$ cat config.mk
export PLATFORM = sky130hd
export DESIGN_NAME = mul_seq_ctrl
export DESIGN_NICKNAME = d
export VERILOG_FILES = /design/src/rtl/mul_pkg.sv /design/src/rtl/mul_seq_ctrl_cla.sv /design/src/rtl/mul_seq_ctrl.sv
export SDC_FILE = /design/constraint.sdc
export NUM_CORES = 1
export LEC_CHECK = 0
export ABC_AREA = 1
export BUFFER_PORTS_ARGS = -buffer_cell sky130_fd_sc_hd__buf_4
export CORE_MARGIN = 2
export CORE_UTILIZATION = 25
export CTS_BUF_LIST = sky130_fd_sc_hd__clkbuf_8
export DETAILED_ROUTE_END_ITERATION = 12
export GPL_ROUTABILITY_DRIVEN = 0
export HOLD_SLACK_MARGIN = 0.1
export SKIP_CTS_REPAIR_TIMING = 1
export SLEW_MARGIN = 20
export SYNTH_ARGS = -nofsm -noshare
export SYNTH_HDL_FRONTEND = slang
export SYNTH_HIERARCHICAL = 1
export SYNTH_SLANG_ARGS = --single-unit
export TNS_END_PERCENT = 30
$ cat constraint.sdc
create_clock -name clk -period 4.5 [get_ports clk]
set_input_delay 0.225 -clock clk [delete_from_list [all_inputs] [get_ports clk]]
set_output_delay 0.225 -clock clk [all_outputs]
set_load 0.02 [all_outputs]
$ cat src/rtl/mul_pkg.sv
// Shared constants and state encoding for the sequential shift-add multiplier.
package mul_pkg;

    localparam int N_BITS = 32;
    localparam int CNT_W  = 5;

    typedef enum logic [1:0] {
        S_IDLE = 2'b00,
        S_RUN  = 2'b01,
        S_DONE = 2'b10,
        S_BAD  = 2'b11
    } state_e;

endpackage

$ cat src/rtl/mul_seq_ctrl_cla.sv
// 32-bit two-level carry-lookahead adder: eight 4-bit lookahead groups
// whose group generate/propagate terms feed a second carry level.
module CLA32bit (
    output logic [31:0] s,
    output logic        cout,
    input  logic [31:0] a,
    input  logic [31:0] b,
    input  logic        cin
);

    logic [31:0] g;
    logic [31:0] p;
    logic [31:0] c;
    logic [7:0]  gg;
    logic [7:0]  gp;
    logic [8:0]  gc;

    assign g = a & b;
    assign p = a ^ b;

    always_comb begin
        gg = '0;
        gp = '0;
        gc = '0;
        c  = '0;
        for (int i = 0; i < 8; i++) begin
            gg[i] = g[4*i+3]
                  | (p[4*i+3] & g[4*i+2])
                  | (p[4*i+3] & p[4*i+2] & g[4*i+1])
                  | (p[4*i+3] & p[4*i+2] & p[4*i+1] & g[4*i]);
            gp[i] = &p[4*i +: 4];
        end
        gc[0] = cin;
        for (int i = 0; i < 8; i++) begin
            gc[i+1] = gg[i] | (gp[i] & gc[i]);
        end
        // In-group carries are expanded from the group carry-in.
        for (int i = 0; i < 8; i++) begin
            c[4*i]   = gc[i];
            c[4*i+1] = g[4*i] | (p[4*i] & gc[i]);
            c[4*i+2] = g[4*i+1] | (p[4*i+1] & g[4*i])
                     | (p[4*i+1] & p[4*i] & gc[i]);
            c[4*i+3] = g[4*i+2] | (p[4*i+2] & g[4*i+1])
                     | (p[4*i+2] & p[4*i+1] & g[4*i])
                     | (p[4*i+2] & p[4*i+1] & p[4*i] & gc[i]);
        end
    end

    assign s    = p ^ c;
    assign cout = gc[8];

endmodule

$ cat src/rtl/mul_seq_ctrl.sv
// Sequential 32x32 unsigned shift-add multiplier: one shared CLA adder,
// a 64-bit accumulator/shift register and a three-state controller.
module mul_seq_ctrl
    import mul_pkg::*;
(
    input  logic                  clk,
    input  logic                  rst,
    input  logic                  start,
    input  logic [N_BITS-1:0]     a,
    input  logic [N_BITS-1:0]     b,
    output logic                  busy,
    output logic                  done,
    output logic [2*N_BITS-1:0]   product,
    output logic [1:0]            state_dbg
);

    state_e              state_q, state_d;
    logic [N_BITS-1:0]   mcand_q, mcand_d;
    logic [N_BITS-1:0]   acc_hi_q, acc_hi_d;
    logic [N_BITS-1:0]   acc_lo_q, acc_lo_d;
    logic [CNT_W-1:0]    cnt_q, cnt_d;

    logic [N_BITS-1:0]   add_b;
    logic [N_BITS-1:0]   sum;
    logic                cout;

    // Multiplier LSB selects whether this iteration adds the multiplicand.
    assign add_b = acc_lo_q[0] ? mcand_q : '0;

    CLA32bit u_cla (
        .s    (sum),
        .cout (cout),
        .a    (acc_hi_q),
        .b    (add_b),
        .cin  (1'b0)
    );

    always_ff @(posedge clk or posedge rst) begin
        if (rst) begin
            state_q  <= S_IDLE;
            mcand_q  <= '0;
            acc_hi_q <= '0;
            acc_lo_q <= '0;
            cnt_q    <= '0;
        end else begin
            state_q  <= state_d;
            mcand_q  <= mcand_d;
            acc_hi_q <= acc_hi_d;
            acc_lo_q <= acc_lo_d;
            cnt_q    <= cnt_d;
        end
    end

    always_comb begin
        state_d  = state_q;
        mcand_d  = mcand_q;
        acc_hi_d = acc_hi_q;
        acc_lo_d = acc_lo_q;
        cnt_d    = cnt_q;
        case (state_q)
            S_IDLE: begin
                if (start) begin
                    mcand_d  = a;
                    acc_hi_d = '0;
                    acc_lo_d = b;
                    cnt_d    = '0;
                    state_d  = S_RUN;
                end
            end
            S_RUN: begin
                // Carry-out lands in the top bit, so no product bit is lost.
                acc_hi_d = {cout, sum[N_BITS-1:1]};
                acc_lo_d = {sum[0], acc_lo_q[N_BITS-1:1]};
                cnt_d    = cnt_q + 1'b1;
                if (cnt_q == CNT_W'(N_BITS - 1)) begin
                    state_d = S_DONE;
                end
            end
            S_DONE: begin
                state_d = S_IDLE;
            end
            default: begin
                state_d = S_IDLE;
            end
        endcase
    end

    assign busy      = (state_q == S_RUN) || (state_q == S_DONE);
    assign done      = (state_q == S_DONE);
    assign product   = {acc_hi_q, acc_lo_q};
    assign state_dbg = state_q;

endmodule
==> run summary, run 1 <==
Status: completed
WS Path Type: reg2reg
Main area contributors after synthesis: dfrtp_1 (43%), nand2_1 (21%), ha_1 (7.6%)
Antenna violations before repair: 0
Initial Util: 25.7%
First-pass GRT wire length: 24,600 um
Critical Path Fanout Max: 24
Row count: 56
Final min period: 3.49 ns
Post-synth ARST share: 100%
Max Cap Viol: 0
CTS tree: yes
Die area: 25,500 sq um
Fin Clk Skew: 0.0164 ns
Max Fclk: 0.286 GHz
Average size of a mapped cell: 7.80 sq um
Max Buffers Root-to-Sink: 2
Clk root buf: clkbuf_8
HP Class: in2reg
PD cells: 651 nW/um^2
Yosys Warn Count: 6
Worst-margin pin slew: 1.02 ns
Area leader, netlist: dfrtp_1
Vias: 5,168
Sequential share of power: 33.2%
Share of layout cells above drive strength 1: 20.7%
CTS HTree Levels: 3
Yosys reg bits: 103
Clock Pin Slew Worst Setup and Hold Paths: 0.11 ns
Reg-to-Reg Start: acc_lo_q[0]
Final Hold Vio Count: 0
Unrepaired setup endpoints after global routing: false
Hold slack: 0.106 ns
Final WS setup: 1.01 ns
GRT Overall Usage: 11.9%
Final TNS setup: 0 ns
Crit share post-route: 77.7%
Hold Path Cell Cnt: 3
Initial DRC Count: 277
Antenna cells: 0
Leak: 4.53 nW
Endpoint class of the critical path: register
Int Pwr: 2.63 mW
Register area share after synthesis: 42.5%
NetSw: 2.47 mW
Slew HR: 31.5%
Clock Sinks: 103
First-pass DRT Iterations: 4
Vias in the first global route: 4,942
Hold EP: acc_lo_q[0]
Drt wl/cell: 12.0 um
Filler instances: 2,538
Area Overhead vs Synth: 29.2%
Antenna-violating nets left: 0
Synthesized area: 6060 sq um
Clock power frac: 11.4%
Gate Count Post-Synth: 777
Maximum vdd drop: 0.223 mV
I/O Buffers: 134
Remaining global-route overflow: 0
Max Slew Vio Count: 0
DRC Markers: 0
Worst setup SP type: register
Comb pwr share: 55.4%
Clk_lat worst skew: 0.39 ns
Net Sw Frac: 48.4%
Nets: 1,041
Worst R2R Setup Slack: 1.01 ns
Vias per cell: 4.12
DRT Wirelength: 15,100 um
R2R cell count: 18
Pre-CTS setup slack: 0.964 ns
Main synth FF type: dfrtp_1
TritonCTS buffer count: 9
CORE AREA: 23,600 sq um
Required time of the critical path: 4.78 ns
Final Setup Violations: 0
Critical path data arrival time: 3.77 ns
Post-synth cell types: 33
IO Pins: 135
Post-DP HPWL: 10,700 um
Pin count of the biggest net entering global routing: 68
Die Y: 160 um
Hold_sp: b[0]
Post-synth EDFFs: 0
FF-to-FF End: acc_hi_q[28]
Chip width: 160 um
Synth top area share: 42.5%
## cell families (layout without fill, tap and decap cells)
kind of cell / count (synthesis) / in the layout / share of synthesized area (%)
compound gates: 92 / 92 / 8.79
xor+xnor: 21 / 21 / 3.03
fa+ha+maj: 45 / 45 / 10.3
buf+inv: 122 / 278 / 8.81
flops: 103 / 103 / 42.5
other cells: 1 / 2 / 0.0619
simple gates: 393 / 393 / 26.5
## per-stage QoR
stage	power (mW)	utilization [%]	instances	cell area, sq um
2_1_floorplan	3.70	-	778	6060
3_3_place_gp	4.51	30.9	1203	7300
3_5_place_dp	4.57	30.9	1203	7300
4_1_cts	5.18	31.7	1219	7490
5_1_grt	5.64	33.2	1253	7830
6_report	5.10	33.2	1253	7830
## worst max-delay path by stage
stage	from	end	slack (ns)	cells after the start
final	acc_lo_q[0]	acc_hi_q[28]	1.01	18
after global routing	acc_lo_q[0]	acc_hi_q[28]	0.67	18
after CTS	acc_lo_q[0]	acc_hi_q[28]	0.95	18
after detailed placement	acc_lo_q[0]	acc_hi_q[28]	0.96	18
after global placement	acc_lo_q[0]	acc_hi_q[28]	1.09	18
after floorplan	acc_lo_q[0]	acc_hi_q[28]	1.43	23
## power groups by stage
stage	combinational, mW	clock (mW)	sequential [mW]
after floorplan	1.78	0	1.92
after global placement	2.80	0	1.71
after detailed placement	2.85	0	1.72
after CTS	2.86	0.617	1.70
after global routing	3.22	0.653	1.76
final	2.83	0.580	1.69
## final cells by class
| class | count | area, sq um | area share [%] |
|---|---|---|---|
| Sequential cell | 103 | 2580 | 32.9 |
| Tap cell | 319 | 399 | 5.10 |
| Inverter | 92 | 350 | 4.47 |
| Clock buffer | 9 | 124 | 1.58 |
| Timing Repair Buffer | 170 | 1360 | 17.4 |
| Multi-Input combinational cell | 553 | 2950 | 37.7 |
| Clock inverter | 7 | 66.3 | 0.847 |
## synthesized netlist by cell type, types with 6 or more instances
cell	count
o21ai_2	10
nand2_2	10
buf_2	11
xnor2_1	6
fa_1	8
nand3_1	10
inv_1	88
nor2_1	16
xor2_1	15
dfrtp_1	103
o21ai_0	50
a21oi_1	20
clkbuf_1	9
nand2_4	11
ha_1	37
nand2_1	343
## per-layer routing
| layer | routed length [um] | GRT usage (%) |
|---|---|---|
| met1 | 7110 | 15.9 |
| met2 | 7010 | 19.9 |
| met3 | 816 | 2.65 |
| met4 | 107 | 2.36 |
| met5 | 0 | 0 |
## flip-flops by register name, summed over array words and instances, names as in the netlist
register,flops
state_dbg,2
cnt_q,5
mcand_q,32
acc_hi_q,32
acc_lo_q,32
## worst max-delay path, cell delays in order, from the launching register on
cell	delay, ns
dfrtp_1	0.92
buf_4	0.31
nand2_1	0.07
inv_1	0.05
ha_1	0.26
a21oi_1	0.21
nor2_1	0.06
a211oi_1	0.33
nand2_4	0.12
nand2_4	0.08
nand2_4	0.06
nand2_4	0.07
nand2_4	0.06
nand2_4	0.07
nand2_4	0.06
fa_1	0.38
xor2_1	0.17
nand2_1	0.06
nand2_1	0.06
## layout by cell type, fill, tap and decap left out, types with 11 or more instances in the layout
master | netlist | layout
nand2_1 | 343 | 343
buf_4 | 3 | 136
dfrtp_1 | 103 | 103
inv_1 | 88 | 86
o21ai_0 | 50 | 50
ha_1 | 37 | 37
dlygate4sd3_1 | 0 | 34
a21oi_1 | 20 | 20
nor2_1 | 16 | 16
xor2_1 | 15 | 15
nand2_4 | 11 | 11
Note: power is estimated with default switching activity, not from simulation.
==> inputs of run 2 (changes only) <==
==> constraint.sdc (replaced) <==
create_clock -name clk -period 3 [get_ports clk]
set_input_delay 0.15 -clock clk [delete_from_list [all_inputs] [get_ports clk]]
set_output_delay 0.15 -clock clk [all_outputs]
set_load 0.02 [all_outputs]
==> run summary, run 2 (synthesis gave the netlist of run 1 again) <==
Status: completed
Initial Util: 25.7% (unchanged)
Filler instances: 2,510 (-1.1%)
Worst-margin pin slew: 0.719 ns (-0.302 ns)
Clk root buf: clkbuf_8
Endpoint class of the critical path: register
Antenna violations before repair: 0 (unchanged)
Cell area after layout: 8140 sq um (+4.0%)
I/O Buffers: 134 (unchanged)
Max Buffers Root-to-Sink: 2 (unchanged)
Slew HR: 52.0% (+20 points)
Clk_lat worst skew: 0.40 ns (about the same)
Worst setup SP type: register
Die Y: 160 um (unchanged)
GRT Overall Usage: 12.2% (+0.32 points)
Clock Pin Slew Worst Setup and Hold Paths: 0.13 ns (+0.02 ns)
Final min period: 2.80 ns (-0.694 ns)
CORE AREA: 23,600 sq um (unchanged)
Pin count of the biggest net entering global routing: 62 (-8.8%)
CTS tree: yes
First-pass GRT wire length: 25,100 um (+1.8%)
Fin Clk Skew: 0.0225 ns (+0.00608 ns)
DRT Wirelength: 15,500 um (+3.1%)
Commonest non-fill, non-tap cell in the layout: nand2_1
WS Path Type: reg2reg
Remaining global-route overflow: 0 (unchanged)
Vias in the first global route: 4,932 (-0.20%)
Crit-path slowest cell: fa_2
Int Pwr: 4.07 mW (+55%)
Maximum vdd drop: 0.385 mV (+73%)
Sequential share of power: 31.9% (-1.3 points)
Critical path data arrival time: 3.13 ns (-0.64 ns)
Net Sw Frac: 48.1% (-0.34 points)
Antenna-violating nets left: 0 (unchanged)
Most used cell, CP: nand2_4
CTS HTree Levels: 3 (unchanged)
First-pass DRT Iterations: 4 (unchanged)
DRC Markers: 0 (unchanged)
Initial DRC Count: 283 (+2.2%)
Vias per cell: 4.14 (+0.35%)
Clock Sinks: 103 (unchanged)
Crit share post-route: 93.3% (+16 points)
Critical Path Fanout Max: 17 (-29%)
Comb pwr share: 56.9% (+1.5 points)
Required time of the critical path: 3.33 ns (-1.45 ns)
Drt wl/cell: 12.2 um (+1.3%)
Final WS setup: 0.200 ns (-0.806 ns)
Nets: 1,063 (+2.1%)
Clock power frac: 11.3% (about the same)
Chip width: 160 um (unchanged)
Dpl cell area: 7380 sq um (+1.0%)
Pre-CTS setup slack: 0.0458 ns (-0.918 ns)
Biggest regs: acc_hi_q: 32 flops, acc_lo_q: 32 flops, mcand_q: 32 flops
Final Hold Vio Count: 0 (unchanged)
Final Power: 7.84 mW (+54%)
WP buf/inv: 3 (+1)
Leak: 4.63 nW (+2.3%)
Share of layout cells above drive strength 1: 21.8% (+1.1 points)
Crit path largest cell delay: 0.53 ns (-0.39 ns)
NetSw: 3.77 mW (+53%)
Max Slew Vio Count: 0 (unchanged)
PD cells: 963 nW/um^2 (+48%)
Area Overhead vs Synth: 34.4%
Die area: 25,500 sq um (unchanged)
Delay-heaviest family, CP: adder cells
IO Pins: 135 (unchanged)
Max Cap Viol: 0 (unchanged)
Most frequent cells in the layout: nand2_1 (343), buf_4 (140), dfrtp_1 (102)
Final Setup Violations: 0 (unchanged)
Vias: 5,277 (+2.1%)
Antenna cells: 0 (unchanged)
Crit-path cells: buf_4 -> buf_12 -> nand2_1 -> inv_1 -> ha_1 -> a21oi_1 -> o21bai_1 -> a21oi_1 -> nand2_4 -> nand2_4 -> nand2_4 -> nand2_4 -> nand2_4 -> fa_2 -> nand2_1 -> nand2_1
Row count: 56 (unchanged)
HP Class: in2reg
Max Fclk: 0.357 GHz (+25%)
Post-DP HPWL: 10,800 um (+0.78%)
TritonCTS buffer count: 9 (unchanged)
==> run 2: changes by cell type in the layout (fill, tap and decap cells not counted), moves of 3 or more <==
cell / delta
buf_4: +4
ha_1: -5
dlygate4sd3_1: +15
buf_12: +3
ha_4: +5
==> run 2: worst min-delay path, stage by stage <==
cell	delay, ns
buf_4	0.08
nand2_1	0.04
o21ai_0	0.06
nand2_1	0.05
o21ai_0	0.06
==> run 2: final timing paths <==
| kind | slack [ns] | cells after the start | end | from |
|---|---|---|---|---|
| max | 0.20 | 16 | acc_hi_q[27] | acc_lo_q[0] |
| min | 0.06 | 5 | acc_lo_q[28] | b[28] |
| max reg2reg | 0.20 | 16 | acc_hi_q[27] | acc_lo_q[0] |
| min reg2reg | 0.48 | 2 | mcand_q[26] | mcand_q[26] |
| max in group asynchronous | 1.91 | 4 | acc_lo_q[0] | rst |
| min in group asynchronous | 0.36 | 3 | acc_hi_q[18] | rst |
==> run 2: power by group through the flow <==
stage	combinational (mW)	sequential [mW]	clock, mW
floorplan	2.67	2.88	0
global placement	4.34	2.52	0
detailed placement	4.41	2.52	0
CTS	4.42	2.50	0.921
global route	5.08	2.60	0.985
finish	4.46	2.50	0.882
==> run 2: cell type report <==
cell class                 count  area, sq um  share of cell area [%]
inverter                      92          350                    4.30
multi-input combinational    553         3020                    37.1
sequential                   103         2580                    31.7
timing repair buffer         192         1600                    19.7
clock inverter                 7         66.3                   0.814
clock buffer                   9          124                    1.52
tap                          319          399                    4.90
==> run 2: through the flow <==
step / utilization, % / TNS (ns) / hold slack, ns / std cells
2_1_floorplan: - / 0 / 0.260 / 778
3_3_place_gp: 31.2 / 0 / 0.245 / 1208
3_5_place_dp: 31.2 / 0 / 0.246 / 1208
4_1_cts: 32.0 / 0 / -0.205 / 1224
5_1_grt: 34.5 / -0.00109 / 0.100 / 1275
6_report: 34.5 / 0 / 0.0584 / 1275
==> run 2: per-layer routing <==
metal,vias up,part of all wire [%],track usage [%],wire (um)
li1,2722,-,-,-
met1,2453,46,15.6,7100
met2,88,48,20.2,7490
met3,14,4.6,3.19,709
met4,0,1.4,3.76,216
met5,-,0,0,0
==> inputs of run 3 (changes only) <==
--- a/config.mk
+++ b/config.mk
@@ -7,6 +7,7 @@
 export LEC_CHECK = 0
 export ABC_AREA = 1
 export BUFFER_PORTS_ARGS = -buffer_cell sky130_fd_sc_hd__buf_4
+export CORE_ASPECT_RATIO = 0.6
 export CORE_MARGIN = 2
 export CORE_UTILIZATION = 25
 export CTS_BUF_LIST = sky130_fd_sc_hd__clkbuf_8
==> constraint.sdc (replaced) <==
create_clock -name clk -period 3.4 [get_ports clk]
set_input_delay 0.17 -clock clk [delete_from_list [all_inputs] [get_ports clk]]
set_output_delay 0.17 -clock clk [all_outputs]
set_load 0.02 [all_outputs]
==> run summary, run 3 (synthesis gave the netlist of run 1 again) <==
Vias: 5,166 (-2.1%)
Biggest regs: acc_hi_q: 32 flops, acc_lo_q: 32 flops, mcand_q: 32 flops
Die area: 25,500 sq um (+0.16%)
CTS tree: yes
Nets: 1,052 (-1.0%)
Clock Sinks: 103 (unchanged)
Final Hold Vio Count: 0 (unchanged)
Commonest non-fill, non-tap cell in the layout: nand2_1
Max Slew Vio Count: 0 (unchanged)
Vias in the first global route: 4,940 (+0.16%)
Clk root buf: clkbuf_8
HP Class: in2reg
Most used cell, CP: nand2_4
Status: completed
Antenna violations before repair: 0 (unchanged)
Crit share post-route: 92.7% (-0.64 points)
Slew HR: 46.0% (-6.0 points)
Vias per cell: 4.08 (-1.5%)
Drt wl/cell: 12.9 um (+6.3%)
Fin Clk Skew: 0.0186 ns (-0.00389 ns)
Endpoint class of the critical path: register
Final Setup Violations: 0 (unchanged)
Pin count of the biggest net entering global routing: 67 (+8.1%)
Final TNS setup: 0 ns (unchanged)
Remaining global-route overflow: 0 (unchanged)
Worst-margin pin slew: 0.809 ns (+0.0905 ns)
Most frequent cells in the layout: nand2_1 (343), buf_4 (142), dfrtp_1 (103)
Max Cap Viol: 0 (unchanged)
Final min period: 3.15 ns (+0.352 ns)
Crit-path cells: buf_4 -> nand2_1 -> inv_1 -> ha_1 -> nand2_1 -> nor2_1 -> a211oi_2 -> nand2_4 -> nand2_4 -> nand2_4 -> nand2_4 -> nand2_4 -> nand2_4 -> nand2_4 -> nand2_4 -> nand2_4 -> fa_1 -> xor2_1 -> nand2_1 -> nand2_1
First-pass DRT Iterations: 4 (unchanged)
Chip width: 205 um (+28%)
Clock Pin Slew Worst Setup and Hold Paths: 0.12 ns (about the same)
DRC Markers: 0 (unchanged)
Antenna-violating nets left: 0 (unchanged)
Non-Filler Instances: 1,267 (-0.63%)
Critical path data arrival time: 3.46 ns (+0.33 ns)
Share of layout cells above drive strength 1: 21.1% (-0.70 points)
Area Overhead vs Synth: 30.8%
WS Path Type: reg2reg
GRT Overall Usage: 13.1% (+0.91 points)
Required time of the critical path: 3.70 ns (+0.37 ns)
Antenna cells: 0 (unchanged)
CORE AREA: 24,000 sq um (+1.7%)
Clk_lat worst skew: 0.40 ns (about the same)
Critical Path Fanout Max: 15 (-2)
Max Buffers Root-to-Sink: 2 (unchanged)
IO Pins: 135 (unchanged)
Row count: 44 (-21%)
TritonCTS buffer count: 9 (unchanged)
First-pass GRT wire length: 26,200 um (+4.5%)
Leak: 4.58 nW (-1.1%)
Die Y: 125 um (-22%)
Initial Util: 25.3% (-0.42 points)
PD cells: 870 nW/um^2 (-9.7%)
Inst Count DP: 1,212 (+0.33%)
I/O Buffers: 134 (unchanged)
Max Fclk: 0.317 GHz (-11%)
CTS HTree Levels: 3 (unchanged)
DRT Wirelength: 16,400 um (+5.6%)
Initial DRC Count: 295 (+4.2%)
Maximum vdd drop: 0.462 mV (+20%)
Crit-path slowest cell: dfrtp_1
Unrepaired setup endpoints after global routing: false
Worst setup SP type: register
Post-DP HPWL: 11,900 um (+10%)
Crit path largest cell delay: 0.73 ns (+0.20 ns)
==> run 3: power by group <==
part	switching (mW)	internal (mW)	total [mW]
registers	0.478	1.78	2.26
logic	2.40	1.45	3.85
clock network	0.501	0.282	0.783
total	3.38	3.52	6.90
==> run 3: layer usage <==
layer / up-vias / wire [um] / track usage, %
li1: 2702 / - / -
met1: 2348 / 8820 / 20.0
met2: 105 / 6610 / 18.4
met3: 11 / 859 / 3.53
met4: 0 / 104 / 2.54
met5: - / 0 / 0
==> run 3: path summary, 6_finish.rpt <==
kind                              from           end  slack (ns)  cells past startpoint
setup reg to reg           acc_lo_q[0]  acc_hi_q[28]        0.25                     20
setup / recovery           acc_lo_q[0]  acc_hi_q[28]        0.25                     20
max in group asynchronous          rst    mcand_q[4]        2.09                      4
hold reg to reg               cnt_q[4]      cnt_q[4]        0.49                      2
hold / removal                   b[21]  acc_lo_q[21]        0.08                      5
min in group asynchronous          rst  acc_lo_q[28]        0.49                      3
==> run 3: final cells by class <==
type | instances | area, sq um
fillers | 2563 | 16100
multi-input cells | 553 | 2950
flip-flops and latches | 103 | 2580
repair buffers | 181 | 1460
well taps | 322 | 403
inverters | 92 | 350
clock buffers | 9 | 124
clock inverters | 7 | 65.1
==> run 3: per-stage QoR <==
step	worst slack, ns	hold slack [ns]	power [mW]	util (%)	instance area (sq um)
CTS	0.225	-0.0738	6.97	31.4	7540
floorplan	0.335	0.280	4.90	-	6060
finish	0.248	0.0838	6.90	33.0	7930
global route	0.0410	0.103	7.60	33.0	7930
global placement	0.337	0.369	6.08	30.6	7350
detailed placement	0.297	0.371	6.15	30.6	7350
==> run 3: critical path: cells and delay by family, from the launching register on <==
kind,cells,cell delay [ns]
adders and majority gates,2,0.63
AOI/OAI and AO/OA,1,0.25
xor gates and xnor gates,1,0.17
buffers and inverters,2,0.31
DFF,1,0.73
and+or+nand+nor,14,0.98
